<file path="src/rtl/arm_target_selector_if.sv">
// Bundle between the mode FSM / position sources and the arm target selector.
// Carries the mode, the three qualified position sources and the servo target outputs.
interface arm_target_selector_if #(
  parameter int POS_W = 8
);
  // Each *_pos is taken on a cycle where its *_valid is high and that source is
  // selected. There is no ready: sources are never back-pressured, and a valid
  // the selector chooses to ignore is simply lost.
  logic [1:0]       state;
  logic [POS_W-1:0] kb_pos;
  logic             kb_valid;
  logic [POS_W-1:0] us_pos;
  logic             us_valid;
  logic [POS_W-1:0] an_pos;
  logic             an_valid;
  logic [POS_W-1:0] target;
  logic             target_valid;
  logic             settling;
  logic [1:0]       src_active;
  logic [1:0]       fsm_dbg;

  modport master (
    output state, kb_pos, kb_valid, us_pos, us_valid, an_pos, an_valid,
    input  target, target_valid, settling, src_active, fsm_dbg
  );

  modport slave (
    input  state, kb_pos, kb_valid, us_pos, us_valid, an_pos, an_valid,
    output target, target_valid, settling, src_active, fsm_dbg
  );
endinterface

</file>
<file path="src/rtl/arm_target_selector.sv">
// Chooses the arm position source for the current mode and produces a jump-free servo target.
// Optional feature: define SOURCE_TIMEOUT_EN to park the arm when the selected source goes silent.
module arm_target_selector #(
  parameter int POS_W          = 8,
  parameter int HOME_POS       = 128,
  parameter int BLANK_CYCLES   = 100000,
  parameter int SLEW_DIV       = 10000,
  parameter int MAX_JUMP       = 16,
  parameter int TIMEOUT_CYCLES = 1000000
) (
  input  logic                 clk,
  input  logic                 reset,
  arm_target_selector_if.slave bus
);

  localparam int BLANK_W = $clog2(BLANK_CYCLES + 1);
  localparam int PRE_W   = $clog2(SLEW_DIV + 1);
  localparam logic [POS_W-1:0] HOME = POS_W'(HOME_POS);

  typedef enum logic [1:0] {
    ST_BLANK = 2'd0,
    ST_SLEW  = 2'd1,
    ST_TRACK = 2'd2
  } fsm_t;

  fsm_t               r_fsm;
  logic [POS_W-1:0]   r_target;
  logic [POS_W-1:0]   r_goal;
  logic [1:0]         r_src_active;
  logic [BLANK_W-1:0] r_blank_cnt;
  logic [PRE_W-1:0]   r_pre_cnt;

  fsm_t               w_fsm_nxt;
  logic [POS_W-1:0]   w_target_nxt;
  logic [POS_W-1:0]   w_goal_nxt;
  logic [1:0]         w_src_nxt;
  logic [BLANK_W-1:0] w_blank_nxt;
  logic [PRE_W-1:0]   w_pre_nxt;

  logic               w_mode_change;
  logic               w_sel_valid;
  logic [POS_W-1:0]   w_sel_pos;
  logic [POS_W:0]     w_pos_ext;
  logic [POS_W:0]     w_tgt_ext;
  logic [POS_W:0]     w_diff;
  logic               w_small_jump;
  logic               w_blank_done;
  logic               w_tick;

  assign w_mode_change = (bus.state != r_src_active);

  // Only the source belonging to the applied mode is ever looked at.
  always_comb begin
    w_sel_valid = 1'b0;
    w_sel_pos   = '0;
    case (r_src_active)
      2'b01: begin w_sel_valid = bus.us_valid; w_sel_pos = bus.us_pos; end
      2'b10: begin w_sel_valid = bus.kb_valid; w_sel_pos = bus.kb_pos; end
      2'b11: begin w_sel_valid = bus.an_valid; w_sel_pos = bus.an_pos; end
      default: ;
    endcase
  end

  // One extra bit keeps the distance exact across the whole unsigned range.
  assign w_pos_ext    = {1'b0, w_sel_pos};
  assign w_tgt_ext    = {1'b0, r_target};
  assign w_diff       = (w_pos_ext >= w_tgt_ext) ? (w_pos_ext - w_tgt_ext)
                                                 : (w_tgt_ext - w_pos_ext);
  assign w_small_jump = (w_diff <= (POS_W+1)'(MAX_JUMP));
  assign w_blank_done = (r_blank_cnt == BLANK_W'(BLANK_CYCLES - 1));
  assign w_tick       = (r_pre_cnt == PRE_W'(SLEW_DIV - 1));

`ifdef SOURCE_TIMEOUT_EN
  localparam int TO_W = $clog2(TIMEOUT_CYCLES + 1);
  logic [TO_W-1:0] r_to_cnt;
  logic [TO_W-1:0] w_to_nxt;
`else
  logic w_unused_timeout;
  assign w_unused_timeout = ^TIMEOUT_CYCLES;
`endif

  always_comb begin
    w_fsm_nxt    = r_fsm;
    w_target_nxt = r_target;
    w_goal_nxt   = r_goal;
    w_src_nxt    = r_src_active;
    w_blank_nxt  = r_blank_cnt;
    w_pre_nxt    = r_pre_cnt;
`ifdef SOURCE_TIMEOUT_EN
    w_to_nxt     = r_to_cnt;
`endif

    if (w_mode_change) begin
      // A mode change outranks any valid arriving in the same cycle.
      w_src_nxt   = bus.state;
      w_fsm_nxt   = ST_BLANK;
      w_blank_nxt = '0;
      w_goal_nxt  = r_target;
    end else begin
      case (r_fsm)
        ST_BLANK: begin
          if (w_blank_done) begin
            w_fsm_nxt = ST_SLEW;
            w_pre_nxt = '0;
            if (r_src_active == 2'b00) w_goal_nxt = HOME;
          end else begin
            w_blank_nxt = r_blank_cnt + BLANK_W'(1);
          end
        end
        ST_SLEW: begin
          if (w_sel_valid) w_goal_nxt = w_sel_pos;
          if (w_tick) begin
            w_pre_nxt = '0;
            if (r_target == r_goal)     w_fsm_nxt    = ST_TRACK;
            else if (r_target < r_goal) w_target_nxt = r_target + POS_W'(1);
            else                        w_target_nxt = r_target - POS_W'(1);
          end else begin
            w_pre_nxt = r_pre_cnt + PRE_W'(1);
          end
        end
        ST_TRACK: begin
          if (w_sel_valid) begin
            w_goal_nxt = w_sel_pos;
            if (w_small_jump) begin
              w_target_nxt = w_sel_pos;
            end else begin
              w_fsm_nxt = ST_SLEW;
              w_pre_nxt = '0;
            end
          end
        end
        default: w_fsm_nxt = ST_BLANK;
      endcase
    end

`ifdef SOURCE_TIMEOUT_EN
    // Counter saturates once it fires so a parked arm is not re-parked every period.
    if (w_mode_change || w_sel_valid || (r_src_active == 2'b00) ||
        !((r_fsm == ST_SLEW) || (r_fsm == ST_TRACK))) begin
      w_to_nxt = '0;
    end else if (r_to_cnt != TO_W'(TIMEOUT_CYCLES)) begin
      w_to_nxt = r_to_cnt + TO_W'(1);
      if (r_to_cnt == TO_W'(TIMEOUT_CYCLES - 1)) begin
        w_goal_nxt = HOME;
        w_fsm_nxt  = ST_SLEW;
        w_pre_nxt  = '0;
      end
    end
`endif
  end

  always_ff @(posedge clk) begin
    if (reset) begin
      r_fsm        <= ST_BLANK;
      r_target     <= HOME;
      r_goal       <= HOME;
      r_src_active <= 2'b00;
      r_blank_cnt  <= '0;
      r_pre_cnt    <= '0;
    end else begin
      r_fsm        <= w_fsm_nxt;
      r_target     <= w_target_nxt;
      r_goal       <= w_goal_nxt;
      r_src_active <= w_src_nxt;
      r_blank_cnt  <= w_blank_nxt;
      r_pre_cnt    <= w_pre_nxt;
    end
  end

`ifdef SOURCE_TIMEOUT_EN
  always_ff @(posedge clk) begin
    if (reset) r_to_cnt <= '0;
    else       r_to_cnt <= w_to_nxt;
  end
`endif

  assign bus.target       = r_target;
  assign bus.target_valid = (r_fsm != ST_BLANK);
  assign bus.settling     = (r_fsm != ST_TRACK);
  assign bus.src_active   = r_src_active;
  assign bus.fsm_dbg      = r_fsm;

endmodule

</file>
<file path="src/flat_wrapper.sv">
// flat-port wrapper written by rule: the top's interface ports become plain ports
module arm_target_selector_flat 
#(
  parameter int POS_W          = 8,
  parameter int HOME_POS       = 128,
  parameter int BLANK_CYCLES   = 100000,
  parameter int SLEW_DIV       = 10000,
  parameter int MAX_JUMP       = 16,
  parameter int TIMEOUT_CYCLES = 1000000
)
  (clk, reset, bus_state, bus_kb_pos, bus_kb_valid, bus_us_pos, bus_us_valid, bus_an_pos, bus_an_valid, bus_target, bus_target_valid, bus_settling, bus_src_active, bus_fsm_dbg);
  arm_target_selector_if #(.POS_W(POS_W)) bus_i ();
  input  logic clk;
  input  logic reset;
  input wire logic [$bits(bus_i.state)-1:0] bus_state;
  input wire logic [$bits(bus_i.kb_pos)-1:0] bus_kb_pos;
  input wire logic [$bits(bus_i.kb_valid)-1:0] bus_kb_valid;
  input wire logic [$bits(bus_i.us_pos)-1:0] bus_us_pos;
  input wire logic [$bits(bus_i.us_valid)-1:0] bus_us_valid;
  input wire logic [$bits(bus_i.an_pos)-1:0] bus_an_pos;
  input wire logic [$bits(bus_i.an_valid)-1:0] bus_an_valid;
  output wire logic [$bits(bus_i.target)-1:0] bus_target;
  output wire logic [$bits(bus_i.target_valid)-1:0] bus_target_valid;
  output wire logic [$bits(bus_i.settling)-1:0] bus_settling;
  output wire logic [$bits(bus_i.src_active)-1:0] bus_src_active;
  output wire logic [$bits(bus_i.fsm_dbg)-1:0] bus_fsm_dbg;
  assign bus_i.state = bus_state;
  assign bus_i.kb_pos = bus_kb_pos;
  assign bus_i.kb_valid = bus_kb_valid;
  assign bus_i.us_pos = bus_us_pos;
  assign bus_i.us_valid = bus_us_valid;
  assign bus_i.an_pos = bus_an_pos;
  assign bus_i.an_valid = bus_an_valid;
  assign bus_target = bus_i.target;
  assign bus_target_valid = bus_i.target_valid;
  assign bus_settling = bus_i.settling;
  assign bus_src_active = bus_i.src_active;
  assign bus_fsm_dbg = bus_i.fsm_dbg;
  arm_target_selector #(.POS_W(POS_W), .HOME_POS(HOME_POS), .BLANK_CYCLES(BLANK_CYCLES), .SLEW_DIV(SLEW_DIV), .MAX_JUMP(MAX_JUMP), .TIMEOUT_CYCLES(TIMEOUT_CYCLES)) u_core (.clk(clk), .reset(reset), .bus(bus_i));
endmodule
</file>
<file path="config.mk">
export PLATFORM = sky130hd
export DESIGN_NAME = arm_target_selector_flat
export DESIGN_NICKNAME = d
export VERILOG_FILES = /design/src/rtl/arm_target_selector_if.sv /design/src/rtl/arm_target_selector.sv /design/src/flat_wrapper.sv
export SDC_FILE = /design/constraint.sdc
export NUM_CORES = 1
export LEC_CHECK = 0
export BUFFER_PORTS_ARGS = -buffer_cell sky130_fd_sc_hd__buf_2
export CORE_AREA = 2 2 102 143
export DETAILED_ROUTE_END_ITERATION = 8
export DIE_AREA = 0 0 104 145
export HOLD_SLACK_MARGIN = 0.03
export PLACE_DENSITY = 0.46
export SETUP_SLACK_MARGIN = 0.5
export SLEW_MARGIN = 20
export SYNTH_ARGS = -nofsm -noshare
export SYNTH_HDL_FRONTEND = slang
export SYNTH_SLANG_ARGS = --single-unit
</file>
<file path="constraint.sdc">
create_clock -name clk -period 4.3 [get_ports clk]
set_input_delay 0.86 -clock clk [delete_from_list [all_inputs] [get_ports clk]]
set_output_delay 0.86 -clock clk [all_outputs]
set_load 0.005 [all_outputs]
</file>
==> results.ini, run 1 <==
[yosys]
synth_cells = 508
synth-seq-cells = 51
syn_nets = 577
synth_top_area_share_pct = 25.3
yosys.area.top_type = dfxtp_1
yosysWarnings = 0
synth-edff-count = 0
synthArstFlopShare_pct = 0
synth_area_leaders = dfxtp_1 25%, ha_1 11%, nor2_1 5.4%, a21oi_1 3.5%, xor2_1 3.5%
seq_area_frac_synth_pct = 25.3
synth_area_per_cell_sq_um = 7.95
synth_area_sq_um = 4040
ys_types = 59
synthFlopType = dfxtp_1

[run]
cap_viol_max_count = 0

[timing]
relSlewSlack_pct = 38.9
setup_ws_ns = 0.654
hold_viol_final = 0
finalSetupViolCount = 0
finalCriticalPeriod_ns = 3.65
maxSlewViolCount = 0
tns_ns = 0
grt_setup_unrepaired = false
finalCritPeriodShare_pct = 84.8
skew_ns = 0.0102
worst_slew_pin_slew_ns = 0.916
timing.fmax_ghz = 0.274

[cells_and_area]
mostFrequentLayoutCells = 58 x nor2_1, 49 x dfxtp_1, 44 x buf_2, 36 x inv_1, 36 x ha_1
layout.cells.most_common = nor2_1
regArea_sq_um = 1020
multi_input_area_sq_um = 2820
antenna_cells = 0
nets = 621
design_area_sq_um = 4730
layout-drive-gt1-share_pct = 18.3
nFillCells = 1525
syn2layout_area_growth_pct = 17.1

[routing]
vias_per_cell = 5.28
drt_first_iter_violations = 213
vias = 3899
first_pass_iters = 4
remaining_drc_errors = 0
drt-total-wl_um = 12200
drtAntennaViolNets = 0
wl_per_cell_um = 16.5

[place]
dp_slack_ns = 0.136
gp_routability_congestion = 0.896
dp_hpwl_um = 9420
dpl_cell_area_sq_um = 4500
io_buffers = 44

[die]
die_area_sq_um = 15100
initial_core_util_pct = 29.3
core_sq_um = 13800
rows = 51
die_w_um = 104
io_pins = 45
fp.dieH_um = 145

[critical_path]
path_class = in -> reg
required_ns = 4.49
worst_setup_path_end_kind = flop
path_max_fanout = 10
worstSetupStartpointType = input port
worst_ep_arrival_time_ns = 3.84

[global_route]
grt_pass1_vias = 3924
grt_pass1_wl_um = 19900
overflow = 0
antenna_found_initial = 0
use_met3_pct = 1.84
grt.busiest_layer = met2
met2_usage_pct = 30.2
track_usage_pct = 16.2
grt_max_degree = 30
gr-usage-met1_pct = 18.4

[clocking]
cts_buffers = 5
clk_latency_ns = 0.30
cts_hold_buf = 0
cts.clk_slew.worst_paths_ns = 0.07
cts_num_sinks = 51
cts-root-buf = clkbuf_16
cts_max_level = 2
cts.path.max_buffers = 2
cts_tree = yes

[pwr]
powerDensity_nw_per_um2 = 253
leakage_nw = 1.91
vdd_drop_max_v = 0.000211

[outcome]
status = finished clean

[worst_hold_path]
hp-class = reg -> reg

[worst paths after layout]
path	slack [ns]	end	depth (start not counted)	start
worst max-delay path	0.65	u_core.r_pre_cnt[2]	13	bus_an_pos[6]
worst min-delay path	0.50	u_core.r_pre_cnt[13]	2	u_core.r_pre_cnt[13]
worst max register to register	0.69	u_core.r_pre_cnt[2]	12	u_core.bus.src_active[0]
worst min register to register	0.50	u_core.r_pre_cnt[13]	2	u_core.r_pre_cnt[13]
[metrics by stage]
| stage | total power, mW | instances | hold WS [ns] | utilization [%] |
|---|---|---|---|---|
| after floorplan | 0.678 | 508 | 0.458 | - |
| after global placement | 0.766 | 727 | 0.483 | 32.6 |
| after detailed placement | 0.767 | 727 | 0.488 | 32.6 |
| after CTS | 1.20 | 735 | 0.501 | 33.9 |
| after global routing | 1.25 | 738 | 0.517 | 34.3 |
| final | 1.19 | 738 | 0.499 | 34.3 |
[sequential cells by signal (all words and copies together) (netlist names)]
name and cells:
u_core.bus.src_active 2, u_core.bus.target 8, u_core.r_blank_cnt 17, u_core.r_pre_cnt 14, u_core.r_goal 8, u_core.bus.fsm_dbg 2
[Yosys cell counts (3+ instances only)]
master / count
nor3_1: 17
a21o_1: 5
nand2_1: 32
nand3_1: 16
mux2i_1: 5
nand2b_1: 6
o21ai_0: 24
xor2_1: 16
a22o_1: 6
or3_1: 8
nor3_2: 3
ha_1: 37
a22oi_1: 4
mux2_2: 10
dfxtp_1: 51
a211oi_1: 14
a221oi_1: 3
xnor2_1: 10
nor2b_1: 6
a31oi_1: 8
and3_1: 6
buf_2: 4
nor2_1: 58
nand4_1: 7
inv_1: 36
a41oi_1: 4
o211a_1: 4
a21oi_1: 28
a32o_1: 7
o211ai_1: 15
nor3b_1: 5
clkbuf_1: 19
[critical path, stage by stage]
cell      delay (ns)
buf_2           0.10
mux2_2          0.26
a22o_1          0.27
ha_1            0.45
and4_1          0.32
a221oi_2        0.29
nand2_1         0.10
a221oi_1        0.22
o2111a_2        0.28
a32o_1          0.17
buf_4           0.19
nor3_4          0.08
a32o_1          0.24
[final cells by class]
cell class | instances | share of cell area (%)
clock inverters | 3 | 0.609
inverters | 36 | 2.86
clock buffers | 5 | 2.65
repair buffers | 62 | 7.78
multi-input cells | 396 | 59.6
flip-flops and latches | 51 | 21.6
well taps | 185 | 4.90
[report_power, final]
group          leakage (nW)  switching [mW]  total (mW)  internal [mW]
Combinational          1.42           0.163       0.280          0.117
Sequential            0.413         0.00621       0.485          0.479
Clock                0.0759           0.207       0.429          0.223
Total                  1.91           0.375        1.19          0.819
[per-layer routing]
metal | part of all wire, % | vias to the layer above
met2 | 52 | 63
met5 | 0 | -
met3 | 2.0 | 20
li1 | - | 1942
met1 | 42 | 1874
met4 | 3.6 | 0
[cell families after synthesis]
family	Yosys count	synth area share (%)
DFF	51	25.3
and+or+nand+nor	175	21.6
adders and majority gates	38	12.0
AOI/OAI and AO/OA	142	25.3
muxes	15	4.03
buffers and inverters	61	6.17
xor gates and xnor gates	26	5.64
[repair_timing]
action / 4_1_cts / 5_1_grt
endpoints found under the setup margin: 17 / 21
pin swaps: 0 / 3
cloned: 0 / 0
resized for setup: 4 / 10
buffers inserted: 0 / 3
Note: power is estimated with default switching activity, not from simulation.
==> inputs of run 2 (changes only) <==
clock period = 3.4 ns   (was 4.3 ns; I/O delays follow)
==> results.ini, run 2 (synthesis gave the netlist of run 1 again) <==
[outcome]
status = finished clean  ; unchanged

[global_route]
overflow = 0  ; unchanged
grt_pass1_wl_um = 21100  ; was 19900 um
track_usage_pct = 17.2  ; was 16.2%
grt_max_degree = 30  ; unchanged
antenna_found_initial = 0  ; unchanged
grt_pass1_vias = 4264  ; was 3924

[clocking]
cts_buffers = 5  ; unchanged
cts-root-buf = clkbuf_16  ; unchanged
cts.path.max_buffers = 2  ; unchanged
cts_max_level = 2  ; unchanged
cts.clk_slew.worst_paths_ns = 0.07  ; about the same
clk_latency_ns = 0.30  ; about the same
cts_tree = yes  ; unchanged
cts_num_sinks = 51  ; unchanged

[cells_and_area]
layout-drive-gt1-share_pct = 34.4  ; was 18.3%
nets = 672  ; was 621
nFillCells = 1435  ; was 1525
antenna_cells = 0  ; unchanged
regMostFlops = u_core.r_blank_cnt  ; unchanged
largest_register_ffs = 17  ; unchanged
reg_top3 = u_core.r_blank_cnt: 17 flops, u_core.r_pre_cnt: 14 flops  ; unchanged
instances_no_fill = 789  ; was 738
post-route-util_pct = 40.8  ; was 34.3%
syn2layout_area_growth_pct = 39.4  ; was 17.1%
layout.cells.most_common = buf_4  ; was nor2_1
mostFrequentLayoutCells = 56 x buf_4, 55 x nor2_1, 49 x dfxtp_1, 45 x buf_2, 33 x inv_1  ; was 58 x nor2_1, 49 x dfxtp_1, 44 x buf_2, 36 x inv_1, 36 x ha_1
design_area_sq_um = 5630  ; was 4730 sq um

[timing]
hold_viol_final = 0  ; unchanged
maxSlewViolCount = 0  ; unchanged
finalSetupViolCount = 0  ; unchanged
relSlewSlack_pct = 48.1  ; was 38.9%
timing.fmax_ghz = 0.308
finalCritPeriodShare_pct = 95.6
finalCriticalPeriod_ns = 3.25
worst_slew_pin_slew_ns = 0.774  ; was 0.916 ns
skew_ns = 0.00509  ; was 0.0102 ns
grt_setup_unrepaired = true  ; was false
hold_ws_ns = 0.507  ; was 0.499 ns

[critical_path]
path_max_fanout = 7  ; was 10
cp_num_buf_inv = 3  ; was 2
r2r-end = u_core.r_pre_cnt[1]  ; was u_core.r_pre_cnt[2]
crit_family = compound AO/OA/AOI/OAI gates  ; unchanged
worstSetupStartpointType = flop  ; was input port
max_stage_delay_ns = 0.39  ; was 0.45 ns
worstPathCellList = buf_6 -> mux2_2 -> a22o_4 -> ha_4 -> a21o_1 -> a221oi_4 -> nand2_1 -> a221oi_2 -> o2111a_2 -> a32o_2 -> buf_4 -> buf_16 -> nor2_1 -> a41o_1  ; was buf_2 -> mux2_2 -> a22o_1 -> ha_1 -> and4_1 -> a221oi_2 -> nand2_1 -> a221oi_1 -> o2111a_2 -> a32o_1 -> buf_4 -> nor3_4 -> a32o_1
r2r_start = u_core.bus.src_active[0]  ; unchanged
reg2reg_depth = 14  ; was 12
r2r_slack_ns = 0.15  ; was 0.69 ns
critPathSlowestCell = dfxtp_4  ; was ha_1
worst_ep_arrival_time_ns = 3.44  ; was 3.84 ns
worst_setup_path_end_kind = flop  ; unchanged
path_class = reg -> reg  ; was in -> reg
required_ns = 3.59  ; was 4.49 ns

[die]
io_pins = 45  ; unchanged
die_w_um = 104  ; unchanged
die_area_sq_um = 15100  ; unchanged
initial_core_util_pct = 29.3  ; unchanged
fp.dieH_um = 145  ; unchanged
rows = 51  ; unchanged
core_sq_um = 13800  ; unchanged

[routing]
drtAntennaViolNets = 0  ; unchanged
wl_per_cell_um = 16.5  ; about the same
first_pass_iters = 6  ; was 4
drt-total-wl_um = 13000  ; was 12200 um
drt_first_iter_violations = 119  ; was 213
vias = 4183  ; was 3899
remaining_drc_errors = 0  ; unchanged
vias_per_cell = 5.30  ; was 5.28

[worst_hold_path]
whs_path_depth = 2  ; unchanged
holdPathEnd = u_core.r_goal[0]  ; was u_core.r_pre_cnt[13]
hp-class = reg -> reg  ; unchanged
hold_start = u_core.r_goal[0]  ; was u_core.r_pre_cnt[13]

[place]
io_buffers = 44  ; unchanged
dpl_cell_area_sq_um = 4910  ; was 4500 sq um
gp_routability_congestion = 0.799  ; was 0.896
dp_hpwl_um = 9700  ; was 9420 um
placed_cells = 768  ; was 727

[pwr]
powerDensity_nw_per_um2 = 285  ; was 253 nW/um^2
vdd_drop_max_v = 0.000269  ; was 0.000211 V
finalPower_mw = 1.60  ; was 1.19 mW
leakage_nw = 2.25  ; was 1.91 nW

[run]
cap_viol_max_count = 0  ; unchanged

==> run 2: cell types whose count changed in the layout (fill, tap and decap cells not counted), moves of 4 or more <==
cell,change
a211oi_1,-5
a211oi_2,+4
a21oi_1,-7
a21oi_2,+6
a22o_1,-4
a22o_4,+5
buf_4,+39
buf_6,+8
ha_1,-13
ha_4,+10
o21ai_0,-10
o21ai_1,+6
o21ai_2,+4
==> run 2: layout make-up <==
cell class,instances,area [sq um],share of cell area [%]
Sequential cell,51,1030,18.2
Clock buffer,6,129,2.29
Inverter,36,138,2.45
Clock inverter,2,16.3,0.289
Timing Repair Buffer,113,831,14.8
Multi-Input combinational cell,396,3260,57.9
Tap cell,185,231,4.11
==> run 2: report_power, final <==
group          total [mW]  switching (mW)  leakage (nW)  internal (mW)
Combinational       0.477           0.244          1.77          0.233
Clock               0.516           0.239        0.0675          0.277
Sequential          0.610         0.00512         0.414          0.605
Total                1.60           0.488          2.25           1.12
==> run 2: through the flow <==
step | setup WS (ns) | setup TNS (ns)
after detailed placement | -0.245 | -3.84
after floorplan | 0.0973 | 0
after global placement | -0.170 | -1.81
final | 0.150 | 0
after CTS | 0.166 | 0
after global routing | -0.00861 | -0.0138
==> run 2: how the worst max path moves through the flow <==
stage | start | to | depth (start not counted)
5_1_grt | u_core.bus.src_active[0] | u_core.r_pre_cnt[8] | 14
3_5_place_dp | bus_an_pos[0] | u_core.r_pre_cnt[2] | 14
3_3_place_gp | bus_an_pos[0] | u_core.r_pre_cnt[2] | 14
4_1_cts | u_core.bus.src_active[0] | u_core.r_pre_cnt[11] | 13
2_1_floorplan | bus_an_pos[7] | u_core.bus.fsm_dbg[1] | 14
6_report | u_core.bus.src_active[0] | u_core.r_pre_cnt[1] | 14
==> run 2: repair_timing <==
action,in CTS,in global routing
cloned,3,0
setup endpoints to repair,24,26
hold endpoints to repair,0,0
gates resized for setup,69,24
buffers inserted,6,4
pin swaps,27,23
hold buffers,0,0
==> run 2: layer usage <==
layer | global-route usage [%] | up-vias | wire length, um
met5 | 0 | - | 0
met1 | 18.7 | 2017 | 5150
met4 | 7.97 | 0 | 529
met3 | 1.71 | 27 | 325
li1 | - | 2044 | -
met2 | 32.9 | 95 | 6980
==> run 2: tightest hold or removal path, cell delays in order (launching register included) <==
cell	delay [ns]
dfxtp_1	0.32
nand2b_1	0.06
a311oi_1	0.08
